**src/rtl/reaction_measure_if.sv**
```systemverilog
// Button inputs and display/status outputs of the reaction-test sequencer.
interface reaction_measure_if;
   logic        start_btn;
   logic        react_btn;
   logic        stim_led;
   logic [15:0] digits_bcd;
   logic        result_valid;
   logic        busy;
   logic        false_start;
   logic        timeout;
   logic [15:0] best_bcd;

   modport master (
      output start_btn, react_btn,
      input  stim_led, digits_bcd, result_valid, busy, false_start, timeout, best_bcd
   );

   modport slave (
      input  start_btn, react_btn,
      output stim_led, digits_bcd, result_valid, busy, false_start, timeout, best_bcd
   );
endinterface

```
**src/rtl/reaction_measure.sv**
```systemverilog
// Reaction-test sequencer: random delay, stimulus LED, BCD millisecond count of the reaction.
// Optional best-time tracking is enabled by defining BEST_TIME_EN.
module reaction_measure #(
   parameter int unsigned MS_DIV       = 100000,
   parameter int unsigned MIN_DELAY_MS = 1000
) (
   input logic               clk,
   input logic               ck_rst,
   reaction_measure_if.slave bus
);

   localparam int unsigned PW        = (MS_DIV > 1) ? $clog2(MS_DIV) : 1;
   localparam int unsigned DW        = $clog2(MIN_DELAY_MS + 2048);
   localparam logic [15:0] LFSR_SEED = 16'hACE1;
   localparam logic [15:0] BCD_MAX   = 16'h9999;

   typedef enum logic [2:0] {
      IDLE,
      WAIT_DELAY,
      ARMED,
      DONE,
      FALSE_START
   } state_t;

   state_t          state;
   state_t          state_next;
   logic [1:0]      start_sync;
   logic [1:0]      react_sync;
   logic            start_prev;
   logic            react_prev;
   logic            start_press_c;
   logic            react_press_c;
   logic [15:0]     lfsr;
   logic [PW-1:0]   presc;
   logic            tick_c;
   logic [DW-1:0]   delay_cnt;
   logic [DW-1:0]   delay_next;
   logic [15:0]     digits_q;
   logic [15:0]     digits_next;
   logic            valid_q;
   logic            valid_next;
   logic            fstart_q;
   logic            fstart_next;
   logic            timeout_q;
   logic            timeout_next;
   logic            stim_q;
   logic            busy_q;

   // Decimal increment of a four-digit BCD value; 9999 wraps, callers avoid that case.
   function automatic logic [15:0] bcd_inc(input logic [15:0] v);
      logic [15:0] r;
      logic        carry;
      r     = v;
      carry = 1'b1;
      for (int i = 0; i < 4; i++) begin
         if (carry) begin
            if (v[4*i +: 4] == 4'd9) begin
               r[4*i +: 4] = 4'd0;
            end else begin
               r[4*i +: 4] = v[4*i +: 4] + 4'd1;
               carry       = 1'b0;
            end
         end
      end
      return r;
   endfunction

   // Two-flop synchronisers plus edge detect: one press pulse per rising edge.
   always_ff @(posedge clk) begin
      if (ck_rst) begin
         start_sync <= 2'b00;
         react_sync <= 2'b00;
         start_prev <= 1'b0;
         react_prev <= 1'b0;
      end else begin
         start_sync <= {start_sync[0], bus.start_btn};
         react_sync <= {react_sync[0], bus.react_btn};
         start_prev <= start_sync[1];
         react_prev <= react_sync[1];
      end
   end

   assign start_press_c = start_sync[1] & ~start_prev;
   assign react_press_c = react_sync[1] & ~react_prev;

   // Fibonacci LFSR, taps 16,14,13,11, free running.
   always_ff @(posedge clk) begin
      if (ck_rst) begin
         lfsr <= LFSR_SEED;
      end else begin
         lfsr <= {lfsr[0] ^ lfsr[2] ^ lfsr[3] ^ lfsr[5], lfsr[15:1]};
      end
   end

   // Millisecond prescaler, restarted on each state change.
   always_ff @(posedge clk) begin
      if (ck_rst) begin
         presc <= '0;
      end else if (state_next != state || tick_c) begin
         presc <= '0;
      end else begin
         presc <= presc + PW'(1);
      end
   end

   assign tick_c = (presc == PW'(MS_DIV - 1));

   always_ff @(posedge clk) begin
      if (ck_rst) begin
         state <= IDLE;
      end else begin
         state <= state_next;
      end
   end

   // Next state and next datapath values; react beats tick, start beats react.
   always_comb begin
      state_next   = state;
      delay_next   = delay_cnt;
      digits_next  = digits_q;
      valid_next   = valid_q;
      fstart_next  = fstart_q;
      timeout_next = timeout_q;
      case (state)
         IDLE, DONE, FALSE_START: begin
            if (start_press_c) begin
               state_next   = WAIT_DELAY;
               delay_next   = DW'(MIN_DELAY_MS) + DW'(lfsr[10:0]);
               digits_next  = 16'h0000;
               valid_next   = 1'b0;
               fstart_next  = 1'b0;
               timeout_next = 1'b0;
            end
         end
         WAIT_DELAY: begin
            if (react_press_c) begin
               state_next  = FALSE_START;
               fstart_next = 1'b1;
               digits_next = 16'h0000;
            end else if (tick_c) begin
               if (delay_cnt <= DW'(1)) begin
                  state_next = ARMED;
               end else begin
                  delay_next = delay_cnt - DW'(1);
               end
            end
         end
         ARMED: begin
            if (react_press_c) begin
               state_next = DONE;
               valid_next = 1'b1;
            end else if (tick_c) begin
               if (digits_q == BCD_MAX) begin
                  state_next   = DONE;
                  valid_next   = 1'b1;
                  timeout_next = 1'b1;
               end else begin
                  digits_next = bcd_inc(digits_q);
               end
            end
         end
         default: begin
            state_next = IDLE;
         end
      endcase
   end

   // Registered datapath and outputs; LED/busy follow the state being entered.
   always_ff @(posedge clk) begin
      if (ck_rst) begin
         delay_cnt <= '0;
         digits_q  <= 16'h0000;
         valid_q   <= 1'b0;
         fstart_q  <= 1'b0;
         timeout_q <= 1'b0;
         stim_q    <= 1'b0;
         busy_q    <= 1'b0;
      end else begin
         delay_cnt <= delay_next;
         digits_q  <= digits_next;
         valid_q   <= valid_next;
         fstart_q  <= fstart_next;
         timeout_q <= timeout_next;
         stim_q    <= (state_next == ARMED);
         busy_q    <= (state_next == WAIT_DELAY) || (state_next == ARMED);
      end
   end

   assign bus.stim_led     = stim_q;
   assign bus.digits_bcd   = digits_q;
   assign bus.result_valid = valid_q;
   assign bus.busy         = busy_q;
   assign bus.false_start  = fstart_q;
   assign bus.timeout      = timeout_q;

`ifdef BEST_TIME_EN
   logic [15:0] best_q;
   logic        best_upd_c;

   // Packed BCD digits order the same as their decimal values, so a plain compare suffices.
   assign best_upd_c = (state != DONE) && (state_next == DONE) && !timeout_next
                       && (digits_next < best_q);

   always_ff @(posedge clk) begin
      if (ck_rst) begin
         best_q <= BCD_MAX;
      end else if (best_upd_c) begin
         best_q <= digits_next;
      end
   end

   assign bus.best_bcd = best_q;
`else
   assign bus.best_bcd = BCD_MAX;
`endif

endmodule
```
**src/flat_wrapper.sv**
```systemverilog
// flat-port wrapper written by rule: the top's interface ports become plain ports
module reaction_measure_flat 
#(
   parameter int unsigned MS_DIV       = 100000,
   parameter int unsigned MIN_DELAY_MS = 1000
)
  (clk, ck_rst, bus_start_btn, bus_react_btn, bus_stim_led, bus_digits_bcd, bus_result_valid, bus_busy, bus_false_start, bus_timeout, bus_best_bcd);
  reaction_measure_if bus_i ();
  input logic clk;
  input logic ck_rst;
  input wire logic [$bits(bus_i.start_btn)-1:0] bus_start_btn;
  input wire logic [$bits(bus_i.react_btn)-1:0] bus_react_btn;
  output wire logic [$bits(bus_i.stim_led)-1:0] bus_stim_led;
  output wire logic [$bits(bus_i.digits_bcd)-1:0] bus_digits_bcd;
  output wire logic [$bits(bus_i.result_valid)-1:0] bus_result_valid;
  output wire logic [$bits(bus_i.busy)-1:0] bus_busy;
  output wire logic [$bits(bus_i.false_start)-1:0] bus_false_start;
  output wire logic [$bits(bus_i.timeout)-1:0] bus_timeout;
  output wire logic [$bits(bus_i.best_bcd)-1:0] bus_best_bcd;
  assign bus_i.start_btn = bus_start_btn;
  assign bus_i.react_btn = bus_react_btn;
  assign bus_stim_led = bus_i.stim_led;
  assign bus_digits_bcd = bus_i.digits_bcd;
  assign bus_result_valid = bus_i.result_valid;
  assign bus_busy = bus_i.busy;
  assign bus_false_start = bus_i.false_start;
  assign bus_timeout = bus_i.timeout;
  assign bus_best_bcd = bus_i.best_bcd;
  reaction_measure #(.MS_DIV(MS_DIV), .MIN_DELAY_MS(MIN_DELAY_MS)) u_core (.clk(clk), .ck_rst(ck_rst), .bus(bus_i));
endmodule
```
**config.mk**
```make
export PLATFORM = sky130hd
export DESIGN_NAME = reaction_measure_flat
export DESIGN_NICKNAME = d
export VERILOG_FILES = /design/src/rtl/reaction_measure_if.sv /design/src/rtl/reaction_measure.sv /design/src/flat_wrapper.sv
export SDC_FILE = /design/constraint.sdc
export NUM_CORES = 1
export LEC_CHECK = 0
export ABC_AREA = 1
export CORE_ASPECT_RATIO = 0.9
export CORE_MARGIN = 2
export CORE_UTILIZATION = 55
export DETAILED_ROUTE_END_ITERATION = 8
export PLACE_DENSITY = 0.83
export SLEW_MARGIN = 20
export SYNTH_ARGS = -nofsm -noshare
export SYNTH_HDL_FRONTEND = slang
export SYNTH_SLANG_ARGS = --single-unit
```
**constraint.sdc**
```tcl
create_clock -name clk -period 1.9 [get_ports clk]
set_input_delay 0.285 -clock clk [delete_from_list [all_inputs] [get_ports clk]]
set_output_delay 0.285 -clock clk [all_outputs]
set_load 0.01 [all_outputs]
```
# Yosys cells after proc, flatten, opt, wreduce, memory -nomap -nowiden
# Index checks and enable logic that the tools add are counted.
# W data, S select, Z words.
# word_totals
regBits	75
output_inout_bits	37
elab_cells	127
# op_classes
addsub	7
magnitude_cmp	1
eq_ne	27
n_mux	52
n_bitwise	7
reduce_logical	16
# op_table
cell	n
$mux W16	5
$mux W12	4
$pmux W16 S3	1
$mux W4	7
$pmux W12 S2	1
$mux W1	23
$mux W3	7
$reduce_and A7 Y1	3
$add A17 B1 Y17 const B	1
$eq A17 B17 Y1 const B	1
$add A4 B1 Y4 const B	4
$eq A16 B16 Y1 const B	1
$eq A4 B4 Y1 const B	4
$ne A2 B1 Y1 const B	8
$add A10 B11 Y12 const A	1
$le A12 B1 Y1 const B	1
$sub A12 B1 Y12 const B	1
$reduce_and A5 Y1	2
$eq A3 B2 Y1 const B	3
$pmux W3 S3	1
$ne A2 B2 Y1 const B	4
$eq A3 B1 Y1 const B	2
$ne A3 B1 Y1 const B	2
$pmux W1 S2	3
other kinds (14)	20

# Longest topological paths before layout
# Gate-level depths: netlist (run 1).
# depth
ltp_word	21
ltp_mapped	14
mapped_depth_nobuf	13

# Worst setup path before layout (run 1)
# Ideal clock, no wire load.
# synth_timing
kind	reg-to-reg
start	register u_core.digits_q[0] (netlist: u_core.bus.digits_bcd[0])
end	register u_core.presc[7]
setup_ps	117
t_arrival_ps	1716
required_ps	1783
path_slack_ps	68
path_stages_with_launch	14
period_less_slack_ps	1832
cell_sequence	dfxtp_1 -> ha_1 -> nand2_1 -> nor2_2 -> nand3_1 -> nor2_1 -> nand2_1 -> nand2_1 -> nand2_1 -> nand2_2 -> nand2_2 -> nand3_4 -> buf_6 -> nor2_2
# synth_between
elab_chain_cells	8
# synth_rtl
item	line	text
start: declaration	reaction_measure.sv:38	logic [15:0] digits_q;
start signal: assignment	reaction_measure.sv:180	digits_q <= digits_next;
$eq A16 B16 Y1	reaction_measure.sv:153	if (digits_q == BCD_MAX) begin
$mux W3	reaction_measure.sv:153	
$mux W3	reaction_measure.sv:152	end else if (tick_c) begin
$mux W3	reaction_measure.sv:149	if (react_press_c) begin
$pmux W3 S3	reaction_measure.sv:124	case (state)
$ne A3 B3 Y1	reaction_measure.sv:99	end else if (state_next != state || tick_c) begin
$logic_or A1 B1 Y1	reaction_measure.sv:99	
$reduce_or A2 Y1 (no line)	n/a	
end signal: assignment	reaction_measure.sv:102	presc <= presc + PW'(1);
end: declaration	reaction_measure.sv:34	logic [PW-1:0] presc;
# Every way passes these cells.
# A chain may end at the register's enable or synchronous reset.

# Worst setup path in the final report (run 1)
# layout_timing
start	register u_core.delay_cnt[0]
end	register u_core.presc[10]
# layout_between
elab_chain_cells	8
# layout_rtl
item	line	text
start: declaration	reaction_measure.sv:36	logic [DW-1:0] delay_cnt;
start signal: assignment	reaction_measure.sv:179	delay_cnt <= delay_next;
$le A12 B1 Y1	reaction_measure.sv:141	if (delay_cnt <= DW'(1)) begin
$mux W3	reaction_measure.sv:141	
$mux W3	reaction_measure.sv:140	end else if (tick_c) begin
$mux W3	reaction_measure.sv:136	if (react_press_c) begin
$pmux W3 S3	reaction_measure.sv:124	
$ne A3 B3 Y1	reaction_measure.sv:99	
$logic_or A1 B1 Y1	reaction_measure.sv:99	
$reduce_or A2 Y1 (no line)	n/a	
# Every way passes these cells.

==> impl_metrics.sql, run 1 <==
INSERT INTO impl_metrics (metric_group, metric, value, unit) VALUES
('outcome', 'run_status', 'complete, but fails checks', ''),
('outcome', 'violations', 'negative setup slack', ''),
('power', 'power.density_cell_area', '826', 'mW/mm^2'),
('die', 'std_cell_rows', '29', ''),
('clock_tree', 'numClockSinks', '75', ''),
('power', 'power.leakage', '2.12', 'nW'),
('synthesis', 'yosys.area.top_type', 'sky130_fd_sc_hd__dfxtp_1', ''),
('setup_path', 'number_of_buffers_and_inverters_on_the_critical_path', '3', ''),
('setup_path', 'critPathTopFamily', 'simple AND/OR/NAND/NOR gates', ''),
('clock_tree', 'post_cts_hold_buffer_count', '0', ''),
('grt', 'grt_first_pass_wirelength', '14.6', 'mm'),
('grt', 'grt_antenna_before_repair', '0', ''),
('setup_path', 'ff2ff_setup_slack', '-0.02', 'ns'),
('timing', 'finalCriticalPeriod', '1.92', 'ns'),
('setup_path', 'crit_slowest_cell', 'sky130_fd_sc_hd__dfxtp_4', ''),
('setup_path', 'startpoint_type', 'register', ''),
('die', 'die_width', '94.5', 'microns'),
('clock_tree', 'cts-buffers-inserted', '9', ''),
('power', 'power', '4.13', 'mW'),
('setup_path', 'worst-endpoint-required', '2.15', 'ns'),
('timing', 'hold_slack', '0.405', 'ns'),
('routing', 'detailedRoute.firstPassIterationCount', '5', ''),
('layout', 'drive_above_1_share', '22.1', '%'),
('grt', 'grt_max_degree', '42', ''),
('timing', 'final.period_utilization', '101', '%'),
('routing', 'drt_wl_total', '9.49', 'mm'),
('die', 'placeableCoreArea', '0.00711', 'sq mm'),
('clock_tree', 'clkLatencyLatePin', '0.37', 'ns'),
('routing', 'vias_per_cell', '5.23', ''),
('grt', 'globalRoute.totalOverflow', '0', ''),
('timing', 'fmaxAchievable', '520', 'MHz'),
('synthesis', 'yosysUniqueCellTypes', '37', ''),
('timing', 'setup_viol', '7', ''),
('min_path', 'min_path_type', 'register to register', ''),
('routing', 'dr.first_iter.drc_count', '171', ''),
('synthesis', 'ys_dominant_reg_cell', 'sky130_fd_sc_hd__dfxtp_1', ''),
('layout', 'antenna-diode-count', '0', ''),
('min_path', 'worst_min_path_start', 'u_core.react_sync[0]$_SDFF_PP0_', ''),
('layout', 'multiInputGateArea', '0.00234', 'sq mm'),
('clock_tree', 'clock_root_buffer', 'sky130_fd_sc_hd__clkbuf_8', ''),
('layout', 'final_area', '0.00500', 'sq mm'),
('clock_tree', 'clk_pin_slew_worst_paths', '0.09', 'ns'),
('synthesis', 'synthesis.area_per_instance', '7.20', 'sq um'),
('clock_tree', 'tritoncts', 'done', ''),
('synthesis', 'synth_enable_flop_cells', '0', ''),
('place', 'dp_hpwl', '6.28', 'mm'),
('synthesis', 'yosysWarningCount', '0', ''),
('layout', 'finish.utilization', '70.2', '%'),
('synthesis', 'synth_sequential_area_ratio', '37.0', '%'),
('routing', 'routed_wire_length_per_instance', '13.2', 'microns'),
('clock_tree', 'ctsHtreeMaxLevel', '3', ''),
('layout', 'area_delta_synth_final', '23.2', '%'),
('synthesis', 'post_synthesis_cell_count', '563', ''),
('routing', 'detailroute.via_count', '3755', ''),
('synthesis', 'post-synth-top-area-fraction', '37.0', '%'),
('layout', 'sequential_cell_area', '0.00152', 'sq mm'),
('timing', 'fin_ws', '-0.0234', 'ns'),
('synthesis', 'synthesis.area', '0.00405', 'sq mm'),
('setup_path', 'timing.critical_path.slowest_cell_delay', '0.38', 'ns'),
('grt', 'grt_usage', '22.8', '%'),
('min_path', 'min_delay_worst_endpoint', 'u_core.react_sync[1]$_SDFF_PP0_', ''),
('layout', 'num-nets-final', '636', ''),
('grt', 'via_count_of_the_first_global_routing_pass', '3304', ''),
('die', 'chipHeight', '85.4', 'microns'),
('setup_path', 'critPathLaunch', 'u_core.delay_cnt[0]$_SDFFE_PP0P_', ''),
('timing', 'timing.final.max_slew_violations', '0', ''),
('synthesis', 'async_flop_share', '0', '%'),
('place', 'globalplace.congestion', '0.908', ''),
('setup_path', 'crit_path_cell_trace', 'inv_4 > ha_4 > inv_2 > nand2_2 > nand3_2 > nor3_4 > nand2_2 > a21oi_4 > buf_6 > nand3_4 > nand3_4 > nor2_2', ''),
('routing', 'ant_nets', '0', ''),
('power', 'irDropWorstVdd', '0.000716', 'V');
==> per-stage QoR <==
stage	instances	setup TNS, ns	setup WS [ns]
finish	718	-0.112	-0.0234
global route	718	-1.55	-0.111
CTS	709	-0.0228	-0.00937
detailed placement	690	-0.361	-0.0964
global placement	690	0	0.0246
floorplan	577	0	0.0677
==> layout make-up <==
| type | instances | area share [%] |
|---|---|---|
| multi-input cells | 404 | 46.9 |
| flip-flops and latches | 75 | 30.4 |
| repair buffers | 59 | 10.6 |
| inverters | 71 | 5.56 |
| clock buffers | 11 | 3.03 |
| well taps | 93 | 2.33 |
| clock inverters | 5 | 1.20 |
==> cells by family (layout without fill, tap and decap cells) <==
family,after synthesis,in the layout,share of synthesized area [%]
and+or+nand+nor,284,286,33.2
buffers and inverters,100,146,11.5
DFF,75,75,37.0
AOI/OAI and AO/OA,65,65,8.98
xor gates and xnor gates,25,25,5.40
adders and majority gates,12,12,3.70
other,2,16,0.185
==> power breakdown <==
group	internal [mW]	switching [mW]
clock	0.683	0.620
combinational	0.440	0.628
sequential	1.67	0.0831
total	2.79	1.33
==> placed cells by master, fill, tap and decap left out, drive strengths merged <==
master	n
and3	1
nand4	5
nand3b	6
a31oi	2
a211oi	2
clkinvlp	2
buf	35
nor4	4
nand3	46
inv	71
clkdlybuf4s50	24
conb	16
nand2	104
xnor2	9
o31ai	2
xor2	16
and2	1
o21ai	27
dfxtp	75
clkbuf	11
nor3b	1
or2	8
a21oi	32
bufinv	1
clkinv	2
nor3	12
nor2	98
ha	12
==> metal layers <==
| layer | wire length (microns) | part of all wire [%] | global-route usage, % | vias up |
|---|---|---|---|---|
| met5 | 0 | 0 | 0 | - |
| met4 | 178 | 1.9 | 9.35 | 0 |
| met3 | 464 | 4.9 | 5.42 | 21 |
| met2 | 4760 | 50 | 38.4 | 126 |
| met1 | 4090 | 43 | 28.0 | 1736 |
| li1 | - | - | - | 1872 |
==> sequential cells by signal, indices dropped and copies added, names as in the netlist <==
signal                   count
u_core.start_sync            2
u_core.bus.busy              1
u_core.bus.false_start       1
u_core.presc                17
u_core.state                 3
u_core.start_prev            1
u_core.react_sync            2
u_core.delay_cnt            12
u_core.bus.stim_led          1
u_core.bus.digits_bcd       16
u_core.react_prev            1
u_core.bus.result_valid      1
u_core.lfsr                 16
u_core.bus.timeout           1
==> tightest hold or removal path: cells and delay by family, from the launching register on <==
kind	cells	cell delay [ns]
buffers and inverters	1	0.04
flip-flops	1	0.30
AND/OR/NAND/NOR	1	0.03
==> worst max-delay path by stage <==
| stage | end | slack, ns | depth (start not counted) |
|---|---|---|---|
| final | u_core.presc[10]$_SDFF_PP0_ | -0.02 | 12 |
| after global routing | u_core.presc[10]$_SDFF_PP0_ | -0.11 | 11 |
| after CTS | u_core.presc[0]$_SDFF_PP0_ | -0.009 | 12 |
| after detailed placement | u_core.delay_cnt[8]$_SDFFE_PP0P_ | -0.1 | 12 |
| after global placement | u_core.delay_cnt[8]$_SDFFE_PP0P_ | 0.02 | 12 |
| after floorplan | u_core.presc[7]$_SDFF_PP0_ | 0.07 | 13 |
==> synth_stat cells, types with 4 or more instances <==
library cell and n:
sky130_fd_sc_hd__nand2_1 97, sky130_fd_sc_hd__nand2_2 5, sky130_fd_sc_hd__nor3_1 10, sky130_fd_sc_hd__o21ai_0 27
sky130_fd_sc_hd__nand3_1 41, sky130_fd_sc_hd__nand3b_1 5, sky130_fd_sc_hd__dfxtp_1 75, sky130_fd_sc_hd__inv_1 68
sky130_fd_sc_hd__or2_2 8, sky130_fd_sc_hd__a21oi_1 29, sky130_fd_sc_hd__xor2_1 16, sky130_fd_sc_hd__clkbuf_1 8
sky130_fd_sc_hd__ha_1 12, sky130_fd_sc_hd__nor2_1 80, sky130_fd_sc_hd__xnor2_1 9, sky130_fd_sc_hd__nor2_2 14
sky130_fd_sc_hd__nand4_1 5, sky130_fd_sc_hd__nor4_1 4, sky130_fd_sc_hd__buf_4 19, sky130_fd_sc_hd__nor2_4 4
==> timing repair <==
action | CTS | global route
gates cloned | 0 | 2
gates resized for setup | 3 | 61
pin swaps | 3 | 24
buffers inserted | 3 | 7
setup endpoints to repair | 18 | 46
Power figures use the tool's default switching activity.
==> run 2: changes to the inputs <==
--- a/config.mk
+++ b/config.mk
@@ -10,7 +10,7 @@
 export CORE_MARGIN = 2
 export CORE_UTILIZATION = 55
 export DETAILED_ROUTE_END_ITERATION = 8
-export PLACE_DENSITY = 0.83
+export PLACE_DENSITY = 0.77
 export SLEW_MARGIN = 20
 export SYNTH_ARGS = -nofsm -noshare
 export SYNTH_HDL_FRONTEND = slang
==> impl_metrics.sql, run 2 (synthesized netlist as in run 1, its figures left out) <==
INSERT INTO impl_metrics (metric_group, metric, value, unit) VALUES
('die', 'placeableCoreArea', '0.00711', 'sq mm'),
('grt', 'globalRoute.totalOverflow', '0', ''),
('setup_path', 'worst-endpoint-required', '2.15', 'ns'),
('layout', 'layout.cells.most_common_list', 'sky130_fd_sc_hd__nand2_1 (91), sky130_fd_sc_hd__nor2_1 (72), sky130_fd_sc_hd__dfxtp_1 (67), sky130_fd_sc_hd__inv_1 (61), sky130_fd_sc_hd__buf_4 (42)', ''),
('setup_path', 'critical_path_peak_fanout', '6', ''),
('routing', 'dr.first_iter.drc_count', '244', ''),
('die', 'floorplan.io_pins', '41', ''),
('clock_tree', 'clk_pin_slew_worst_paths', '0.08', 'ns'),
('layout', 'area_delta_synth_final', '23.9', '%'),
('setup_path', 'worstSetupPathType', 'register to register', ''),
('power', 'power.leakage', '2.15', 'nW'),
('min_path', 'min_path_type', 'register to register', ''),
('setup_path', 'crit_path_cell_trace', 'ha_4 > nand3_4 > inv_2 > nand3_2 > nor2_4 > nand2_2 > a21oi_4 > nand3_2 > nand3_4 > buf_6 > nor2_2', ''),
('setup_path', 'critPathTopFamily', 'simple AND/OR/NAND/NOR gates', ''),
('layout', 'most_frequent_standard_cell_in_the_layout_excluding_fill_and_tap_cells', 'sky130_fd_sc_hd__nand2_1', ''),
('place', 'globalplace.congestion', '0.957', ''),
('timing', 'timing_hold_violations_final', '0', ''),
('setup_path', 'startpoint_type', 'register', ''),
('grt', 'grt_antenna_before_repair', '0', ''),
('power', 'power.combinational.fraction', '25.8', '%'),
('die', 'chipHeight', '85.4', 'microns'),
('timing', 'hold_slack', '0.407', 'ns'),
('clock_tree', 'cts-buffers-inserted', '9', ''),
('setup_path', 'timing.critical_path.slowest_cell_delay', '0.36', 'ns'),
('grt', 'grt_first_pass_wirelength', '14.7', 'mm'),
('layout', 'drive_above_1_share', '23.3', '%'),
('die', 'floorplan.initialDensity', '57.0', '%'),
('routing', 'detailedRoute.firstPassIterationCount', '8', ''),
('place', 'place.port_buffers', '24', ''),
('grt', 'grt_usage', '22.4', '%'),
('timing', 'finalCriticalPeriod', '1.89', 'ns'),
('power', 'irDropWorstVdd', '0.000736', 'V'),
('layout', 'sequential_cell_area', '0.00151', 'sq mm'),
('clock_tree', 'ctsHtreeMaxLevel', '3', ''),
('layout', 'multiInputGateArea', '0.00233', 'sq mm'),
('clock_tree', 'clock_root_buffer', 'sky130_fd_sc_hd__clkbuf_8', ''),
('layout', 'final_area', '0.00502', 'sq mm'),
('timing', 'timing.final.max_slew_violations', '0', ''),
('routing', 'drt_wl_total', '9.17', 'mm'),
('power', 'portion_of_total_power_attributed_to_sequential_cells', '43.6', '%'),
('die', 'die_width', '94.5', 'microns'),
('clock_tree', 'cts_buffer_depth', '2', ''),
('setup_path', 'number_of_buffers_and_inverters_on_the_critical_path', '2', ''),
('job', 'max_capacitance_violation_total', '0', ''),
('timing', 'final.period_utilization', '99.4', '%'),
('power', 'netSwitchingPower', '1.29', 'mW'),
('power', 'power.density_cell_area', '796', 'mW/mm^2'),
('grt', 'grt_max_degree', '42', ''),
('place', 'dp_hpwl', '5.96', 'mm'),
('clock_tree', 'numClockSinks', '75', ''),
('grt', 'via_count_of_the_first_global_routing_pass', '3381', ''),
('layout', 'filler_cell_count', '565', ''),
('power', 'power.internal', '2.71', 'mW'),
('routing', 'routed_wire_length_per_instance', '12.6', 'microns'),
('setup_path', 'sort_of_element_at_the_end_of_the_critical_path', 'register', ''),
('clock_tree', 'clkLatencyLatePin', '0.36', 'ns'),
('setup_path', 'crit_slowest_cell', 'sky130_fd_sc_hd__dfxtp_2', ''),
('routing', 'detailroute.via_count', '3770', ''),
('clock_tree', 'tritoncts', 'done', ''),
('die', 'std_cell_rows', '29', ''),
('setup_path', 'cp_data_arrival_time', '2.14', 'ns'),
('power', 'netSwitchingFraction', '32.2', '%'),
('die', 'die_area', '0.00807', 'sq mm'),
('outcome', 'run_status', 'finished clean', ''),
('timing', 'setup_viol', '0', ''),
('routing', 'ant_nets', '0', ''),
('routing', 'drc_violations_left', '0', ''),
('layout', 'antenna-diode-count', '0', ''),
('layout', 'largest-register', 'u_core.presc', ''),
('timing', 'fmaxAchievable', '529', 'MHz'),
('layout', 'num-nets-final', '646', ''),
('power', 'share_clk_of_total_power', '30.6', '%'),
('layout', 'largest_reg_flops', '17', ''),
('place', 'cell_area_after_placement', '0.00449', 'sq mm'),
('routing', 'vias_per_cell', '5.19', ''),
('timing', 'grt_setup_unrepaired', 'yes', ''),
('timing', 'skew', '0.0105', 'ns');
[run 2: changes by cell type in the layout (fill, tap and decap cells not counted), moves of 3 or more]
cell,previous run,this run
sky130_fd_sc_hd__buf_4,30,42
sky130_fd_sc_hd__nor2_1,69,72
sky130_fd_sc_hd__nand3_1,38,35
sky130_fd_sc_hd__nor2_2,23,19
sky130_fd_sc_hd__nand3_2,3,6
[run 2: repair_timing]
action / CTS / global route
buffers inserted: 3 / 12
endpoints found under the setup margin: 25 / 42
hold buffers: 0 / 0
gates resized for setup: 1 / 57
hold endpoints to repair: 0 / 0
cloned: 0 / 2
pin swaps: 1 / 15
[run 2: metal layers]
layer	up-vias	global-route usage, %	routed length [microns]
met4	0	9.09	186
met3	29	5.60	500
li1	1885	-	-
met2	126	35.0	4290
met1	1730	29.7	4190
met5	-	0	0
[run 2: layout make-up]
class,instances,share of cell area (%)
sequential,75,30.1
timing repair buffer,69,11.9
clock inverter,6,1.32
inverter,71,5.48
multi-input combinational,404,46.4
tap,93,2.32
clock buffer,9,2.47
[run 2: power by group through the flow]
stage	Sequential [mW]	Combinational, mW	Clock [mW]
after floorplan	1.78	0.610	0
after detailed placement	1.77	0.849	0
after CTS	1.73	0.895	1.24
final	1.74	1.03	1.22
after global routing	1.76	1.14	1.32
after global placement	1.76	0.836	0
[run 2: stage by stage]
stage	instances	setup WS, ns	util (%)	total power, mW	setup TNS (ns)
after floorplan	577	0.0677	-	2.39	0
after global routing	727	-0.0860	70.6	4.21	-1.06
final	727	0.0114	70.6	4.00	0
after detailed placement	695	-0.0199	63.2	2.62	-0.103
after global placement	695	0.00417	63.2	2.60	0
after CTS	713	0.000328	66.4	3.87	0
[run 2: worst min-delay path: stages, from the launching register on]
cell and delay (ns):
sky130_fd_sc_hd__dfxtp_1 0.30, sky130_fd_sc_hd__inv_1 0.04, sky130_fd_sc_hd__nor2_1 0.03
[run 2: path summary, 6_finish.rpt]
path | start | end | slack, ns | cells past startpoint
hold / removal | u_core.start_sync[0]$_SDFF_PP0_ | u_core.start_sync[1]$_SDFF_PP0_ | 0.41 | 2
hold reg to reg | u_core.start_sync[0]$_SDFF_PP0_ | u_core.start_sync[1]$_SDFF_PP0_ | 0.41 | 2
setup reg to reg | u_core.presc[0]$_SDFF_PP0_ | u_core.presc[7]$_SDFF_PP0_ | 0.01 | 11
setup / recovery | u_core.presc[0]$_SDFF_PP0_ | u_core.presc[7]$_SDFF_PP0_ | 0.01 | 11
==> run 3: changes to the inputs <==
--- a/config.mk
+++ b/config.mk
@@ -7,10 +7,11 @@
 export LEC_CHECK = 0
 export ABC_AREA = 1
 export CORE_ASPECT_RATIO = 0.9
-export CORE_MARGIN = 2
+export CORE_MARGIN = 5
 export CORE_UTILIZATION = 55
 export DETAILED_ROUTE_END_ITERATION = 8
 export PLACE_DENSITY = 0.77
+export REMOVE_ABC_BUFFERS = 1
 export SLEW_MARGIN = 20
 export SYNTH_ARGS = -nofsm -noshare
 export SYNTH_HDL_FRONTEND = slang
==> impl_metrics.sql, run 3 (synthesized netlist as in run 1, its figures left out) <==
INSERT INTO impl_metrics (metric_group, metric, value, unit) VALUES
('outcome', 'run_status', 'finished clean', ''),
('routing', 'ant_nets', '0', ''),
('clock_tree', 'clkLatencyLatePin', '0.36', 'ns'),
('clock_tree', 'clock_root_buffer', 'sky130_fd_sc_hd__clkbuf_8', ''),
('timing', 'final.period_utilization', '96.0', '%'),
('grt', 'grt_first_pass_wirelength', '14.8', 'mm'),
('grt', 'grt_max_degree', '42', ''),
('routing', 'drc_violations_left', '0', ''),
('routing', 'drt_wl_total', '9.41', 'mm'),
('timing', 'setup_viol', '0', ''),
('die', 'placeableCoreArea', '0.00711', 'sq mm'),
('routing', 'dr.first_iter.drc_count', '203', ''),
('layout', 'largest-register', 'u_core.presc', ''),
('die', 'std_cell_rows', '29', ''),
('place', 'globalplace.congestion', '0.927', ''),
('setup_path', 'cp_data_arrival_time', '2.12', 'ns'),
('clock_tree', 'numClockSinks', '75', ''),
('setup_path', 'startpoint_type', 'register', ''),
('place', 'dp_hpwl', '6.11', 'mm'),
('setup_path', 'worst_r2r_path_depth', '13', ''),
('clock_tree', 'tritoncts', 'done', ''),
('layout', 'antenna-diode-count', '0', ''),
('power', 'irDropWorstVdd', '0.000636', 'V'),
('min_path', 'min_path_type', 'register to register', ''),
('job', 'max_capacitance_violation_total', '0', ''),
('die', 'die_width', '100', 'microns'),
('setup_path', 'critical_path_peak_fanout', '8', ''),
('die', 'floorplan.io_pins', '41', ''),
('min_path', 'timing.hold.worst_path_depth', '1', ''),
('power', 'portion_of_total_power_attributed_to_sequential_cells', '41.5', '%'),
('power', 'power.leakage', '2.17', 'nW'),
('power', 'netSwitchingPower', '1.26', 'mW'),
('clock_tree', 'cts_buffer_depth', '2', ''),
('timing', 'fmaxAchievable', '548', 'MHz'),
('layout', 'largest_reg_flops', '17', ''),
('layout', 'area_delta_synth_final', '24.6', '%'),
('power', 'power.density_cell_area', '836', 'mW/mm^2'),
('layout', 'drive_above_1_share', '23.3', '%'),
('die', 'die_area', '0.00919', 'sq mm'),
('layout', 'layout.cells.most_common_list', 'sky130_fd_sc_hd__nand2_1 (92), sky130_fd_sc_hd__nor2_1 (68), sky130_fd_sc_hd__dfxtp_1 (67), sky130_fd_sc_hd__inv_1 (61), sky130_fd_sc_hd__buf_4 (41)', ''),
('setup_path', 'sort_of_element_at_the_end_of_the_critical_path', 'register', ''),
('layout', 'most_frequent_standard_cell_in_the_layout_excluding_fill_and_tap_cells', 'sky130_fd_sc_hd__nand2_1', ''),
('timing', 'timing.final.max_slew_violations', '0', ''),
('power', 'power', '4.23', 'mW'),
('routing', 'detailedRoute.firstPassIterationCount', '4', ''),
('clock_tree', 'ctsHtreeMaxLevel', '3', ''),
('timing', 'skew', '0.00971', 'ns'),
('power', 'power.combinational.fraction', '24.7', '%'),
('routing', 'vias_per_cell', '5.14', ''),
('grt', 'via_count_of_the_first_global_routing_pass', '3374', ''),
('die', 'floorplan.initialDensity', '57.0', '%'),
('die', 'chipHeight', '91.4', 'microns'),
('timing', 'grt_setup_unrepaired', 'yes', ''),
('timing', 'finalCriticalPeriod', '1.82', 'ns'),
('timing', 'timing_hold_violations_final', '0', ''),
('place', 'detailedPlace.worstSlack', '-0.0135', 'ns'),
('setup_path', 'worstSetupPathType', 'register to register', ''),
('power', 'power.internal', '2.97', 'mW'),
('timing', 'fin_setup_tns', '0', 'ns'),
('power', 'share_clk_of_total_power', '33.8', '%'),
('clock_tree', 'clk_pin_slew_worst_paths', '0.08', 'ns'),
('grt', 'grt_usage', '19.7', '%'),
('grt', 'globalRoute.totalOverflow', '0', ''),
('routing', 'detailroute.via_count', '3745', ''),
('timing', 'fin_ws', '0.0761', 'ns'),
('layout', 'num-nets-final', '646', ''),
('grt', 'grt_antenna_before_repair', '0', ''),
('setup_path', 'worst-endpoint-required', '2.20', 'ns'),
('clock_tree', 'cts-buffers-inserted', '9', ''),
('routing', 'routed_wire_length_per_instance', '12.9', 'microns'),
('power', 'netSwitchingFraction', '29.8', '%'),
('place', 'place.port_buffers', '24', '');
-- run 3: cell count changes in the layout (fill, tap and decap cells not counted), moves of 2 or more --
cell,delta
sky130_fd_sc_hd__nor2_2,+7
sky130_fd_sc_hd__clkinvlp_4,-3
sky130_fd_sc_hd__nor2_4,-3
sky130_fd_sc_hd__nand3_1,+2
sky130_fd_sc_hd__dfxtp_4,+2
sky130_fd_sc_hd__nor2_1,-4
sky130_fd_sc_hd__dfxtp_2,-2
sky130_fd_sc_hd__nand2_4,-3
sky130_fd_sc_hd__clkbuf_8,+3
-- run 3: stage by stage --
step           util (%)  hold slack [ns]  cell area, sq um  cells
5_1_grt            71.0            0.429              5050    728
4_1_cts            66.9            0.406              4760    712
6_report           71.0            0.403              5050    728
2_1_floorplan         -            0.354              3910    548
3_3_place_gp       63.0            0.393              4480    693
3_5_place_dp       63.0            0.392              4480    693
-- run 3: cell type report --
cell class,count,area (sq um)
inverters,71,278
clock inverters,3,68.8
clock buffers,13,169
repair buffers,69,602
fillers,583,2060
flip-flops and latches,75,1520
multi-input cells,404,2300
well taps,93,116
-- run 3: routing by layer --
metal  vias up  wire, microns  global-route usage, %  part of all wire, %
met5         -              0                      0                    0
li1       1892              -                      -                    -
met3        12            613                   6.36                  6.5
met1      1735           4130                   24.4                   44
met4         0            124                   5.50                  1.3
met2       106           4540                   32.6                   48
-- run 3: repair_timing --
| item | 4_1_cts | 5_1_grt |
|---|---|---|
| setup buffers | 3 | 14 |
| pin swaps | 0 | 16 |
| endpoints found under the hold margin | 0 | 0 |
| endpoints found under the setup margin | 7 | 37 |
| cloned | 0 | 2 |
| resized for setup | 1 | 55 |
| hold buffers | 0 | 0 |
-- run 3: worst paths after layout --
kind	from	endpoint	slack, ns
max	u_core.delay_cnt[0]$_SDFFE_PP0P_	u_core.presc[1]$_SDFF_PP0_	0.08
min	u_core.lfsr[12]$_SDFF_PP0_	u_core.lfsr[11]$_SDFF_PP1_	0.40
max reg2reg	u_core.delay_cnt[0]$_SDFFE_PP0P_	u_core.presc[1]$_SDFF_PP0_	0.08
min reg2reg	u_core.lfsr[12]$_SDFF_PP0_	u_core.lfsr[11]$_SDFF_PP1_	0.40
-- run 3: power groups by stage --
stage | clock network [mW] | logic [mW] | registers (mW)
after floorplan | 0 | 0.545 | 1.78
after global placement | 0 | 0.840 | 1.77
after detailed placement | 0 | 0.855 | 1.77
after global routing | 1.54 | 1.16 | 1.77
final | 1.43 | 1.04 | 1.75
after CTS | 1.46 | 0.903 | 1.74
-- run 3: critical path: stages (launching register included) --
cell,delay [ns]
sky130_fd_sc_hd__dfxtp_4,0.37
sky130_fd_sc_hd__inv_4,0.06
sky130_fd_sc_hd__ha_4,0.13
sky130_fd_sc_hd__inv_2,0.04
sky130_fd_sc_hd__nand2_2,0.05
sky130_fd_sc_hd__nand3_2,0.08
sky130_fd_sc_hd__nor3_4,0.22
sky130_fd_sc_hd__nand2_2,0.11
sky130_fd_sc_hd__a21oi_4,0.20
sky130_fd_sc_hd__nand2_2,0.09
sky130_fd_sc_hd__nand2_2,0.08
sky130_fd_sc_hd__nand3_4,0.11
sky130_fd_sc_hd__buf_12,0.17
sky130_fd_sc_hd__nor2_1,0.07
